===== config.mk =====
export PLATFORM = sky130hd
export DESIGN_NAME = mem_access_ctrl_flat
export DESIGN_NICKNAME = d
export VERILOG_FILES = /design/src/rtl/mem_access_ctrl_if.sv /design/src/rtl/mem_access_ctrl.sv /design/src/flat_wrapper.sv
export SDC_FILE = /design/constraint.sdc
export NUM_CORES = 1
export LEC_CHECK = 0
export ABC_AREA = 1
export CAP_MARGIN = 20
export CORE_ASPECT_RATIO = 0.5
export CORE_MARGIN = 2
export CORE_UTILIZATION = 40
export DETAILED_ROUTE_END_ITERATION = 8
export GPL_TIMING_DRIVEN = 0
export PLACE_DENSITY_LB_ADDON = 0.1
export SYNTH_ARGS = -nofsm -noshare
export SYNTH_HDL_FRONTEND = slang
export SYNTH_SLANG_ARGS = --single-unit

===== constraint.sdc =====
create_clock -name clk -period 6.15 [get_ports clk]
set_clock_uncertainty 0.05 [all_clocks]
set_input_delay 0.9225 -clock clk [delete_from_list [all_inputs] [get_ports clk]]
set_output_delay 0.9225 -clock clk [all_outputs]
set_load 0.01 [all_outputs]

===== src/rtl/mem_access_ctrl_if.sv =====
// Bus bundle between the core load/store port, the controller and the two data memories.
// cpu_req is held by the core until it sees the one-cycle cpu_done pulse; ext_req is held by the controller until ext_ack or timeout.
interface mem_access_ctrl_if;
    logic        cpu_req;
    logic        cpu_we;
    logic [31:0] cpu_addr;
    logic [31:0] cpu_wdata;
    logic [31:0] cpu_rdata;
    logic        cpu_done;
    logic        cpu_err;

    logic        int_en;
    logic        int_we;
    logic [31:0] int_addr;
    logic [31:0] int_wdata;
    logic [31:0] int_rdata;

    logic        ext_req;
    logic        ext_we;
    logic [31:0] ext_addr;
    logic [31:0] ext_wdata;
    logic [31:0] ext_rdata;
    logic        ext_ack;

    modport master (
        input  cpu_req, cpu_we, cpu_addr, cpu_wdata,
        output cpu_rdata, cpu_done, cpu_err,
        output int_en, int_we, int_addr, int_wdata,
        input  int_rdata,
        output ext_req, ext_we, ext_addr, ext_wdata,
        input  ext_rdata, ext_ack
    );

    modport slave (
        output cpu_req, cpu_we, cpu_addr, cpu_wdata,
        input  cpu_rdata, cpu_done, cpu_err,
        input  int_en, int_we, int_addr, int_wdata,
        output int_rdata,
        input  ext_req, ext_we, ext_addr, ext_wdata,
        output ext_rdata, ext_ack
    );
endinterface


===== src/rtl/mem_access_ctrl.sv =====
// Memory access sequencer: routes one core load/store at a time to the internal
// synchronous RAM or, inside the external window, through a req/ack handshake with timeout.
module mem_access_ctrl #(
    parameter logic [31:0] EXT_BASE  = 32'h0000_0A00,
    parameter logic [31:0] EXT_LIMIT = 32'h0000_0DFF,
    parameter int          TIMEOUT   = 16
) (
    input  logic                 clk,
    input  logic                 rst,
    mem_access_ctrl_if.master    bus,
    output logic [2:0]           dbg_state
);
    localparam int CW = $clog2(TIMEOUT + 1);

    typedef enum logic [2:0] {
        S_IDLE     = 3'd0,
        S_INT      = 3'd1,
        S_INT_WAIT = 3'd2,
        S_EXT      = 3'd3,
        S_RESP     = 3'd4
    } state_t;

    state_t        state, state_n;
    logic [31:0]   addr_q, wdata_q, rdata_q;
    logic          we_q, done_q, err_q, ext_req_q;
    logic [CW-1:0] cnt;
    logic          ext_hit, timeout_hit;

    assign ext_hit     = (bus.cpu_addr >= EXT_BASE) && (bus.cpu_addr <= EXT_LIMIT);
    assign timeout_hit = (cnt == CW'(TIMEOUT - 1));

    always_ff @(posedge clk or posedge rst) begin
        if (rst) state <= S_IDLE;
        else     state <= state_n;
    end

    always_comb begin
        state_n = state;
        case (state)
            S_IDLE:     if (bus.cpu_req) state_n = ext_hit ? S_EXT : S_INT;
            S_INT:      state_n = S_INT_WAIT;
            S_INT_WAIT: state_n = S_RESP;
            S_EXT:      if (bus.ext_ack || timeout_hit) state_n = S_RESP;
            S_RESP:     state_n = S_IDLE;
            default:    state_n = S_IDLE;
        endcase
    end

    always_ff @(posedge clk or posedge rst) begin
        if (rst) begin
            addr_q    <= '0;
            wdata_q   <= '0;
            we_q      <= 1'b0;
            rdata_q   <= '0;
            done_q    <= 1'b0;
            err_q     <= 1'b0;
            ext_req_q <= 1'b0;
            cnt       <= '0;
        end else begin
            case (state)
                S_IDLE: begin
                    if (bus.cpu_req) begin
                        addr_q    <= bus.cpu_addr;
                        wdata_q   <= bus.cpu_wdata;
                        we_q      <= bus.cpu_we;
                        ext_req_q <= ext_hit;
                    end
                end
                S_INT_WAIT: begin
                    if (!we_q) rdata_q <= bus.int_rdata;
                    done_q <= 1'b1;
                end
                S_EXT: begin
                    // Ack takes priority over a timeout landing on the same edge.
                    if (bus.ext_ack) begin
                        ext_req_q <= 1'b0;
                        if (!we_q) rdata_q <= bus.ext_rdata;
                        done_q    <= 1'b1;
                        err_q     <= 1'b0;
                        cnt       <= '0;
                    end else if (timeout_hit) begin
                        ext_req_q <= 1'b0;
                        rdata_q   <= '0;
                        done_q    <= 1'b1;
                        err_q     <= 1'b1;
                        cnt       <= '0;
                    end else begin
                        cnt <= cnt + 1'b1;
                    end
                end
                S_RESP: begin
                    done_q <= 1'b0;
                    err_q  <= 1'b0;
                    cnt    <= '0;
                end
                default: ;
            endcase
        end
    end

    assign bus.cpu_rdata = rdata_q;
    assign bus.cpu_done  = done_q;
    assign bus.cpu_err   = err_q;
    assign bus.int_en    = (state == S_INT);
    assign bus.int_we    = (state == S_INT) && we_q;
    assign bus.int_addr  = addr_q;
    assign bus.int_wdata = wdata_q;
    assign bus.ext_req   = ext_req_q;
    assign bus.ext_we    = we_q;
    assign bus.ext_addr  = addr_q;
    assign bus.ext_wdata = wdata_q;
    assign dbg_state     = state;
endmodule


===== src/flat_wrapper.sv =====
// flat-port wrapper written by rule: the top's interface ports become plain ports
module mem_access_ctrl_flat 
#(
    parameter logic [31:0] EXT_BASE  = 32'h0000_0A00,
    parameter logic [31:0] EXT_LIMIT = 32'h0000_0DFF,
    parameter int          TIMEOUT   = 16
)
  (clk, rst, dbg_state, bus_cpu_req, bus_cpu_we, bus_cpu_addr, bus_cpu_wdata, bus_cpu_rdata, bus_cpu_done, bus_cpu_err, bus_int_en, bus_int_we, bus_int_addr, bus_int_wdata, bus_int_rdata, bus_ext_req, bus_ext_we, bus_ext_addr, bus_ext_wdata, bus_ext_rdata, bus_ext_ack);
  mem_access_ctrl_if bus_i ();
  input  logic clk;
  input  logic rst;
  output logic [2:0] dbg_state;
  input wire logic [$bits(bus_i.cpu_req)-1:0] bus_cpu_req;
  input wire logic [$bits(bus_i.cpu_we)-1:0] bus_cpu_we;
  input wire logic [$bits(bus_i.cpu_addr)-1:0] bus_cpu_addr;
  input wire logic [$bits(bus_i.cpu_wdata)-1:0] bus_cpu_wdata;
  output wire logic [$bits(bus_i.cpu_rdata)-1:0] bus_cpu_rdata;
  output wire logic [$bits(bus_i.cpu_done)-1:0] bus_cpu_done;
  output wire logic [$bits(bus_i.cpu_err)-1:0] bus_cpu_err;
  output wire logic [$bits(bus_i.int_en)-1:0] bus_int_en;
  output wire logic [$bits(bus_i.int_we)-1:0] bus_int_we;
  output wire logic [$bits(bus_i.int_addr)-1:0] bus_int_addr;
  output wire logic [$bits(bus_i.int_wdata)-1:0] bus_int_wdata;
  input wire logic [$bits(bus_i.int_rdata)-1:0] bus_int_rdata;
  output wire logic [$bits(bus_i.ext_req)-1:0] bus_ext_req;
  output wire logic [$bits(bus_i.ext_we)-1:0] bus_ext_we;
  output wire logic [$bits(bus_i.ext_addr)-1:0] bus_ext_addr;
  output wire logic [$bits(bus_i.ext_wdata)-1:0] bus_ext_wdata;
  input wire logic [$bits(bus_i.ext_rdata)-1:0] bus_ext_rdata;
  input wire logic [$bits(bus_i.ext_ack)-1:0] bus_ext_ack;
  assign bus_i.cpu_req = bus_cpu_req;
  assign bus_i.cpu_we = bus_cpu_we;
  assign bus_i.cpu_addr = bus_cpu_addr;
  assign bus_i.cpu_wdata = bus_cpu_wdata;
  assign bus_cpu_rdata = bus_i.cpu_rdata;
  assign bus_cpu_done = bus_i.cpu_done;
  assign bus_cpu_err = bus_i.cpu_err;
  assign bus_int_en = bus_i.int_en;
  assign bus_int_we = bus_i.int_we;
  assign bus_int_addr = bus_i.int_addr;
  assign bus_int_wdata = bus_i.int_wdata;
  assign bus_i.int_rdata = bus_int_rdata;
  assign bus_ext_req = bus_i.ext_req;
  assign bus_ext_we = bus_i.ext_we;
  assign bus_ext_addr = bus_i.ext_addr;
  assign bus_ext_wdata = bus_i.ext_wdata;
  assign bus_i.ext_rdata = bus_ext_rdata;
  assign bus_i.ext_ack = bus_ext_ack;
  mem_access_ctrl #(.EXT_BASE(EXT_BASE), .EXT_LIMIT(EXT_LIMIT), .TIMEOUT(TIMEOUT)) u_core (.clk(clk), .rst(rst), .bus(bus_i), .dbg_state(dbg_state));
endmodule

Word level (Yosys, flattened, before mapping) --
Index checks and enable logic that the tools add are counted.
Operators by class: add/subtract/negate cells 1, order comparisons 2, equal/unequal tests 10, mux-type cells 21, reductions and logical operators 14
Operators by type and width (number):
- 32-bit 2-to-1 mux | 4
- 32-bit case mux with 2 select lines | 1
- 32-bit by 12-bit greater-or-equal comparator with 1-bit output (second input constant) | 1
- 32-bit by 12-bit <= comparator with 1-bit output (second input constant) | 1
- 3-bit case mux with 4 select lines | 1
- 5-bit 2-to-1 mux | 2
- 5-bit case mux with 2 select lines | 1
- 2-bit AND reduction | 4
- 3-bit by 2-bit equality test with 1-bit output (second input constant) | 2
- 1-bit 2-to-1 mux | 6
- 3-bit 2-to-1 mux | 2
- 2-bit nonzero test | 3
- 5-bit by 1-bit adder with 5-bit output (second input constant) | 1
- 5-bit by 4-bit equality test with 1-bit output (second input constant) | 1
- 2-bit != test (second input constant) | 2
- 1-bit case mux with 2 select lines | 2
- 4-bit AND reduction | 1
- 3-bit by 1-bit equality test with 1-bit output (second input constant) | 1
- 3-bit equality test (second input constant) | 1
- 3-bit logical NOT | 1
- 3-bit by 2-bit != test with 1-bit output (second input constant) | 1
- 3-bit != test (second input constant) | 1
- 1-bit case mux with 3 select lines | 1
- 3-bit AND reduction | 1
- 5 further kinds | 6
Word-level totals: register bits after elaboration 108, input bits 133, output and inout bits 169, word-level logic and storage cells 57

Logic depth before layout (Yosys ltp) --
Gate-level depths: netlist (run 1).
word-level depth 5, depth in mapped cells 11, depth with buffers taken out 10

Least setup slack after synthesis (run 1) --
Ideal clock, no wire load.
path type input -> register, start input port bus_ext_ack, end register u_core.rdata_q[0] (netlist: u_core.bus.cpu_rdata[0]), library setup time 66 ps, arrival time 1790 ps, required time 6034 ps, path slack 4245 ps, cell stages on the path 5, buffers on the path 2, cell sequence buf_2 o21ai_2 buf_1 nand3_1 nand2_1
On the way: cells in the longest elaborated chain, start to end 2, elaborated cells on any way between the ends 5, classes of those cells 2 x eq/ne; 2 x mux; 1 x reduce/logical
Ends and longest elaborated chain:
- start: declaration | line flat_wrapper.sv:30 | input wire logic [$bits(bus_i.ext_ack)-1:0] bus_ext_ack;
- 3-bit != test (no source line) (tied with other cells)
- 4-bit AND reduction (no source line) / 32-bit case mux with 2 select lines (equally long branches)
- end signal: assignment | line mem_access_ctrl.sv:70 | if (!we_q) rdata_q <= bus.int_rdata;
- end signal: assignment | line mem_access_ctrl.sv:77 | if (!we_q) rdata_q <= bus.ext_rdata;
- end: declaration | line mem_access_ctrl.sv:24 | logic [31:0] addr_q, wdata_q, rdata_q;
Several ways; a longest one is shown, not always the timed one. A chain may end at the register's enable or synchronous reset.

Worst setup path in the final report (run 1) --
start register u_core.state[2] (netlist: u_core.dbg_state[2]), end output port bus_int_we
On the way: cells in the longest elaborated chain, start to end 2
Ends and longest elaborated chain:
- start: declaration | line mem_access_ctrl.sv:23 | state_t state, state_n;
- start signal: assignment | line mem_access_ctrl.sv:34 | else state <= state_n;
- 3-bit by 1-bit equality test with 1-bit output | line mem_access_ctrl.sv:105 | assign bus.int_we = (state == S_INT) && we_q;
- 1-bit logical AND | line mem_access_ctrl.sv:105
- end: declaration | line flat_wrapper.sv:21 | output wire logic [$bits(bus_i.int_we)-1:0] bus_int_we;
Every way passes these cells.

==> results of run 1 <==
## kinds of logic (layout without fill, tap and decap cells)
family	count (synthesis)	count (layout)	share of synthesized area [%]
flip-flops	108	108	50.9
buffers and inverters	126	441	14.9
AO/OA/AOI/OAI	62	62	6.00
AND/OR/NAND/NOR	240	240	18.5
adder cells (fa/ha/maj)	1	1	0.235
multiplexers	45	45	9.54
## sequential cells by signal (all words and copies together) (netlist names)
| signal | cells |
|---|---|
| u_core.bus.cpu_rdata | 32 |
| u_core.bus.ext_wdata | 32 |
| u_core.bus.ext_req | 1 |
| u_core.bus.cpu_err | 1 |
| u_core.bus.ext_we | 1 |
| u_core.bus.cpu_done | 1 |
| u_core.bus.ext_addr | 32 |
| u_core.cnt | 5 |
| u_core.dbg_state | 3 |
## where the power goes
part           total, mW  internal [mW]  switching [mW]  leakage, nW
clock network      0.653          0.406           0.248        0.165
logic               2.56           1.56            1.00         2.68
registers           1.31           1.05           0.258         1.32
## layout by cell type (no fill, tap or decap), drive strengths merged
master         netlist  final
a21oi                5      5
clkdlybuf4s50        0    300
nand3               37     37
ha                   1      1
nand2              183    183
inv                 33     33
o21a                 1      1
dfrtp              108    108
mux2                45     45
clkinv               0      1
nor2                19     19
buf                 86     87
o21ai               55     55
bufinv               0      3
nor3                 1      1
a21boi               1      1
clkbuf               7     17
## stage by stage
step | power (mW) | worst slack, ps | util, %
floorplan | 2.51 | 2330 | -
global route | 4.81 | 3360 | 69.5
finish | 4.53 | 3510 | 69.5
CTS | 4.58 | 3480 | 69.5
detailed placement | 3.92 | 3850 | 66.8
global placement | 3.86 | 631 | 66.6
## cell type report
| type | instances | area share, % |
|---|---|---|
| timing repair buffer | 301 | 34.1 |
| sequential | 108 | 30.4 |
| multi-input combinational | 348 | 20.5 |
| buffer | 93 | 7.45 |
| clock buffer | 10 | 2.69 |
| tap | 170 | 2.39 |
| inverter | 33 | 1.45 |
| clock inverter | 4 | 1.11 |
## worst reg2reg max path, cell delays in order, from the launching register on
cell	delay (ps)
dfrtp_1	420
inv_2	90
nor2_4	40
nand2_2	80
buf_2	220
clkbuf_1	350
o21ai_0	210
nand3_1	120
nand2_1	50
## worst paths after layout
kind | endpoint | slack (ps) | depth (start not counted)
worst max-delay path | bus_int_we | 3510 | 4
worst min-delay path | u_core.bus.cpu_rdata[16] | 420 | 2
worst max register to register | u_core.bus.cpu_rdata[21] | 4420 | 8
worst min register to register | u_core.bus.cpu_rdata[16] | 420 | 2
max in group asynchronous | u_core.bus.ext_wdata[17] | 4310 | 3
min in group asynchronous | u_core.cnt[2] | 1030 | 2
## layer usage
layer	wire (µm)	up-vias	GRT usage (%)
li1	-	2413	-
met1	6230	2295	25.5
met2	7860	164	37.2
met3	925	15	5.35
met4	189	0	5.56
met5	0	-	0
==> results.cfg, run 1 <==
[routing]
drtAntennaViolNets = 0
vias_per_cell = 4.58
post-route-drc-count = 0
vias = 4887
wire_per_inst_um = 14.2
first_iter_violations = 233
drtPass1Iterations = 5
wirelength_mm = 15.2

[final_layout]
layout-drive-gt1-share_pct = 17.4
syn_to_final_growth_pct = 67.4
fin_cells = 1067
antenna_cells = 0
nets = 1028
fillers = 1028
final_area_um2 = 8900
seqCellArea_um2 = 2700
multiInputGateArea_um2 = 1820

[setup_path]
crit_start = u_core.dbg_state[2]
slowest_delay_ps = 550
cp-end-kind = output pin
crit_chain = nor2_2 -> nand2_1 -> nor2_1 -> clkdlybuf4s50_1
cp_data_arrival_time_ps = 1670
cp_max_fo = 4
crit_type = reg -> out
path_delay_family = buffers and inverters
startpoint_type = register
worstPathRequired_ps = 5180
crit_slowest_cell = clkdlybuf4s50_1
cp_num_buf_inv = 1
r2r-start = u_core.dbg_state[1]

[clock_network]
cts_post_setup_buffers_inserted = 0
cts_buffers = 9
cts-resized-gates = 0
insertion_delay_ps = 340
clock_sinks = 108
path_clk_slew_ps = 70
postCtsHoldBufs = 0
cts_tree = yes
clk_path_buf_depth = 2
cts-root-buf = clkbuf_16
cts_max_level = 3

[die]
coreArea_um2 = 12800
start_util_pct = 41.5
rows = 29
die-area_um2 = 14300
fp.dieW_um = 167
die_h_um = 85.5
io_pins = 302

[min_path]
min_path_type = reg -> reg
hp-start = u_core.bus.cpu_rdata[16]

[synthesis]
synthTopCellsByArea = dfrtp_1, nand2_1, mux2_2
yosys-top-cells-count = nand2_1, dfrtp_1, buf_4
synth_nets = 716
ys_types = 25
async_reset_ff_share_pct = 100
synth_edf_count = 0
ys.flop_type = dfrtp_1
avgSynthCellArea_um2 = 9.13
ys_warn_count = 0
synth.most_common_cell = nand2_1
synth_top_area_share_pct = 50.9
netlist_instances = 582
yosys.area.top_type = dfrtp_1
ys_seq_elements = 108
syn_area_um2 = 5310
ys_seq_area_share_pct = 50.9

[placement]
dp.cells = 1053
dpl_cell_area_um2 = 8560
finalWeightedCongestion = 0.801
port_buffers = 300
dp_hpwl_mm = 12.0

[sta]
fin_crit_sh_pct = 43.0
fin_tns_setup_ps = 0
slew_headroom_pct = 54.3
hold_slack_ps = 421
slew_viol_final = 0
fmax_mhz = 378
rsz0062_at_grt = no
hold_violations = 0
setup_viol = 0
worst_slew_pin_slew_ps = 685
period_minus_slack_ps = 2640

[pwr]
leakagePower_nw = 4.16
ir_worst_vdd_mv = 0.302
power.density_nw_per_um2 = 509

[global_routing]
overflow = 0
grt_pass1_wl_mm = 23.7
antenna_found_initial = 0
grt_max_degree = 57
grt_pass1_vias = 4644
grt_usage_pct = 20.9

[status]
status = finished, final reports clean

[flow_run]
cap_violations = 0
No activity file was read; power rests on OpenSTA's default activity.
==> inputs of run 2 (changes only) <==
--- a/config.mk
+++ b/config.mk
@@ -9,7 +9,7 @@
 export CAP_MARGIN = 20
 export CORE_ASPECT_RATIO = 0.5
 export CORE_MARGIN = 2
-export CORE_UTILIZATION = 40
+export CORE_UTILIZATION = 35
 export DETAILED_ROUTE_END_ITERATION = 8
 export GPL_TIMING_DRIVEN = 0
 export PLACE_DENSITY_LB_ADDON = 0.1
==> constraint.sdc (replaced) <==
create_clock -name clk -period 2.2 [get_ports clk]
set_clock_uncertainty 0.05 [all_clocks]
set_input_delay 0.33 -clock clk [delete_from_list [all_inputs] [get_ports clk]]
set_output_delay 0.33 -clock clk [all_outputs]
set_load 0.01 [all_outputs]
==> results.cfg, run 2 (synthesis results as in run 1) <==
[clock_network]
insertion_delay_ps = 340
cts_tree = yes
clock_sinks = 108
cts-resized-gates = 0
cts_post_setup_buffers_inserted = 0
clk_path_buf_depth = 2
cts-root-buf = clkbuf_16
path_clk_slew_ps = 70
cts_max_level = 3
cts_buffers = 9
postCtsHoldBufs = 0

[global_routing]
overflow = 0
grt_usage_pct = 19.1
grt_pass1_wl_mm = 24.4
antenna_found_initial = 0
grt_max_degree = 35
grt_pass1_vias = 4741

[final_layout]
antenna_cells = 0
layout-drive-gt1-share_pct = 17.6
syn_to_final_growth_pct = 68.0
nets = 1030
mostFrequentLayoutCell = clkdlybuf4s50_1
final_cell_mix = clkdlybuf4s50_1, nand2_1, dfrtp_1, buf_4, o21ai_0

[pwr]
totalPowerFinal_mw = 12.4
seqPwrFrac_pct = 29.6
p_sw_share_pct = 34.2
p_int_mw = 8.16
power.density_nw_per_um2 = 1390
power_frac_clock_pct = 12.7
ir_worst_vdd_mv = 0.429
power_switching_mw = 4.24
leakagePower_nw = 4.15
p_comb_share_pct = 57.7

[routing]
wire_per_inst_um = 14.2
drtAntennaViolNets = 0
first_iter_violations = 137
post-route-drc-count = 0
vias_per_cell = 4.39
wirelength_mm = 15.6
drtPass1Iterations = 5
vias = 4830

[sta]
period_minus_slack_ps = 2070
rsz0062_at_grt = no
fin_ws_ps = 133
worst_slew_pin_slew_ps = 627
fin_crit_sh_pct = 93.9
fin_tns_setup_ps = 0
hold_violations = 0
hold_slack_ps = 366
setup_viol = 0
slew_viol_final = 0
slew_headroom_pct = 58.1
fmax_mhz = 484

[die]
coreArea_um2 = 14700
start_util_pct = 36.2
rows = 31
fp.dieW_um = 178
die-area_um2 = 16200
die_h_um = 91.1
io_pins = 302

[setup_path]
cp_max_fo = 4
crit_chain = nor2_2 -> nand2_1 -> nor2_1 -> clkdlybuf4s50_1
startpoint_type = register
cp-end-kind = output pin
r2r_slack_ps = 470
crit_slowest_cell = clkdlybuf4s50_1
worstPathRequired_ps = 1820
reg2reg_to = u_core.bus.cpu_rdata[10]
r2r-start = u_core.cnt[0]
cp_data_arrival_time_ps = 1690
crit_type = reg -> out
slowest_delay_ps = 550
r2r.worst_path.cells = 10

[flow_run]
cap_violations = 0

[placement]
dp_hpwl_mm = 12.5
pre_cts_ws_ps = 464
port_buffers = 300
finalWeightedCongestion = 0.762

[min_path]
min_path_type = in -> async

[status]
status = finished, final reports clean
-- run 2: cell types whose count changed in the layout (fill, tap and decap cells not counted), sizes merged --
cell / change
inv: -1
clkinvlp: +2
clkbuf: +2
bufinv: -3
buf: +2
clkinv: +2
-- run 2: final cells by class --
class	instances	area, µm²
flip-flops and latches	108	2700
clock inverters	4	33.8
fillers	1309	5740
inverters	33	130
plain buffers	93	663
multi-input cells	348	1820
well taps	198	248
clock buffers	12	256
repair buffers	303	3070
-- run 2: power groups by stage --
stage               clock network [mW]  logic [mW]  registers, mW
floorplan                            0        3.02           4.00
global placement                     0        7.16           3.67
detailed placement                   0        7.26           3.71
CTS                               1.63        7.27           3.69
global route                      1.71        7.70           3.80
finish                            1.58        7.16           3.67
-- run 2: worst max path at each step --
stage,start,endpoint,slack [ps],depth (start not counted)
6_report,u_core.dbg_state[2],bus_int_we,130,4
5_1_grt,u_core.dbg_state[2],bus_int_we,40,4
4_1_cts,u_core.dbg_state[2],bus_int_we,100,4
3_5_place_dp,u_core.dbg_state[1],u_core.bus.cpu_rdata[17],460,8
3_3_place_gp,rst,u_core.bus.ext_addr[21],-670,2
2_1_floorplan,rst,u_core.bus.cpu_done,520,1
-- run 2: through the flow --
step,util [%],area [µm²],instances
after detailed placement,58.9,8640,1083
after global routing,60.9,8930,1099
after CTS,60.9,8930,1099
after floorplan,-,5320,582
final,60.9,8930,1099
after global placement,58.4,8570,1080
-- run 2: critical path: cells and delay by family (launching register included) --
| kind | cells | cell delay, ps |
|---|---|---|
| buf+inv | 1 | 550 |
| flops | 1 | 450 |
| simple gates | 3 | 350 |
-- run 2: metal layers --
| metal | global-route usage [%] | wire length, µm | vias to the layer above |
|---|---|---|---|
| met2 | 34.0 | 7690 | 165 |
| met4 | 5.22 | 325 | 0 |
| met1 | 22.4 | 6480 | 2227 |
| li1 | - | - | 2416 |
| met5 | 0 | 0 | - |
| met3 | 5.82 | 1100 | 22 |
==> inputs of run 3 (changes only) <==
--- a/config.mk
+++ b/config.mk
@@ -9,7 +9,7 @@
 export CAP_MARGIN = 20
 export CORE_ASPECT_RATIO = 0.5
 export CORE_MARGIN = 2
-export CORE_UTILIZATION = 35
+export CORE_UTILIZATION = 25
 export DETAILED_ROUTE_END_ITERATION = 8
 export GPL_TIMING_DRIVEN = 0
 export PLACE_DENSITY_LB_ADDON = 0.1
==> constraint.sdc (replaced) <==
create_clock -name clk -period 2.1 [get_ports clk]
set_clock_uncertainty 0.05 [all_clocks]
set_input_delay 0.315 -clock clk [delete_from_list [all_inputs] [get_ports clk]]
set_output_delay 0.315 -clock clk [all_outputs]
set_load 0.01 [all_outputs]
==> results.cfg, run 3 (synthesis results as in run 1) <==
[setup_path]
path_delay_family = buffers and inverters
r2r.worst_path.cells = 8
cp_num_buf_inv = 1
r2r_slack_ps = 200
cp_max_fo = 4
crit_chain = nor2_4 -> nand2_1 -> nor2_1 -> clkdlybuf4s50_1
crit_slowest_cell = clkdlybuf4s50_1
r2r-start = u_core.dbg_state[1]
slowest_delay_ps = 540
cp-end-kind = output pin
cp_data_arrival_time_ps = 1640
worstPathRequired_ps = 1740
reg2reg_to = u_core.bus.cpu_rdata[21]
startpoint_type = register
crit_type = reg -> out

[clock_network]
cts_tree = yes
postCtsHoldBufs = 0
path_clk_slew_ps = 80
cts_max_level = 3
cts-root-buf = clkbuf_16
cts-resized-gates = 0
cts_post_setup_buffers_inserted = 0
clk_path_buf_depth = 2
insertion_delay_ps = 350
cts_buffers = 9
clock_sinks = 108

[global_routing]
busiest_layer = met2
antenna_found_initial = 0
met3_usage_pct = 4.10
grt.met1_usage_pct = 19.0
grt_usage_pct = 15.2
grt_pass1_wl_mm = 26.4
grt_max_degree = 39
grt_pass1_vias = 4680
overflow = 0
grtUsageMet2_pct = 26.6

[sta]
slew_viol_final = 0
slew_headroom_pct = 43.1
setup_viol = 0
rsz0062_at_grt = no
fin_crit_sh_pct = 95.7
fin_tns_setup_ps = 0
hold_violations = 0
worst_slew_pin_slew_ps = 852
fmax_mhz = 498
period_minus_slack_ps = 2010

[final_layout]
final_cell_mix = clkdlybuf4s50_1, nand2_1, dfrtp_1, buf_4, o21ai_0
fillers = 2117
nets = 1029
mostFrequentLayoutCell = clkdlybuf4s50_1
seqCellArea_um2 = 2700
utilization_pct = 43.4
layout-drive-gt1-share_pct = 17.7
antenna_cells = 0
final_area_um2 = 8980
multiInputGateArea_um2 = 1830
syn_to_final_growth_pct = 69.1

[placement]
dp_hpwl_mm = 13.6
dpl_cell_area_um2 = 8700
port_buffers = 300
finalWeightedCongestion = 0.722

[routing]
wire_per_inst_um = 14.6
vias_per_cell = 4.09
drtAntennaViolNets = 0
drtPass1Iterations = 4
vias = 4795
post-route-drc-count = 0
first_iter_violations = 138
wirelength_mm = 17.1

[flow_run]
cap_violations = 0

[pwr]
ir_worst_vdd_mv = 0.418
power.density_nw_per_um2 = 1450
leakagePower_nw = 4.13
totalPowerFinal_mw = 13.0

[die]
rows = 37
die-area_um2 = 22500
fp.dieW_um = 210
coreArea_um2 = 20700
io_pins = 302
die_h_um = 107
start_util_pct = 25.7

[status]
status = finished, final reports clean

[min_path]
hp-start = bus_ext_ack
hold_depth = 4
min_path_type = in -> reg
holdPathEnd = u_core.dbg_state[1]
[run 3: changes by cell type in the layout (fill, tap and decap cells not counted), sizes merged]
cell	previous run	this run
clkbuf	19	16
inv	32	35
clkinv	3	1
clkinvlp	2	3
[run 3: how the worst max path moves through the flow]
stage	startpoint	slack [ps]	endpoint	cells past startpoint
floorplan	rst	430	u_core.bus.cpu_done	1
global placement	rst	-840	u_core.bus.cpu_rdata[29]	2
detailed placement	u_core.dbg_state[1]	190	u_core.bus.cpu_rdata[16]	8
CTS	u_core.dbg_state[2]	4	bus_int_we	4
global route	u_core.dbg_state[1]	0.05	u_core.bus.cpu_rdata[20]	8
finish	u_core.dbg_state[2]	90	bus_int_we	4
[run 3: routing by layer]
metal | wire, µm | up-vias
li1 | - | 2416
met4 | 127 | 0
met2 | 8660 | 108
met3 | 825 | 10
met5 | 0 | -
met1 | 7470 | 2261
[run 3: through the flow]
step / setup slack (ps) / hold slack [ps] / cells
final: 91.1 / 383 / 1173
after global routing: 0.0537 / 380 / 1173
after CTS: 3.60 / 367 / 1173
after detailed placement: 191 / 408 / 1157
after global placement: -840 / 403 / 1155
after floorplan: 433 / 415 / 582
[run 3: cell type report]
cell class                 count  area share (%)
buffer                        93            7.38
clock buffer                  10            2.55
clock inverter                 6           0.515
inverter                      33            1.45
multi-input combinational    348            20.3
sequential                   108            30.1
tap                          273            3.80
timing repair buffer         302            33.9
[run 3: worst reg2reg max path, delay by kind of cell, from the launching register on]
family                 cells  cell delay, ps
buffers and inverters      3             800
AO/OA/AOI/OAI              1             200
AND/OR/NAND/NOR            4             300
flip-flops                 1             440
[run 3: power by group]
part | internal (mW) | switching (mW) | leakage [nW] | total [mW]
clock network | 0.817 | 0.803 | 0.130 | 1.62
logic | 4.58 | 2.94 | 2.68 | 7.52
registers | 3.09 | 0.796 | 1.31 | 3.88
total | 8.49 | 4.54 | 4.13 | 13.0
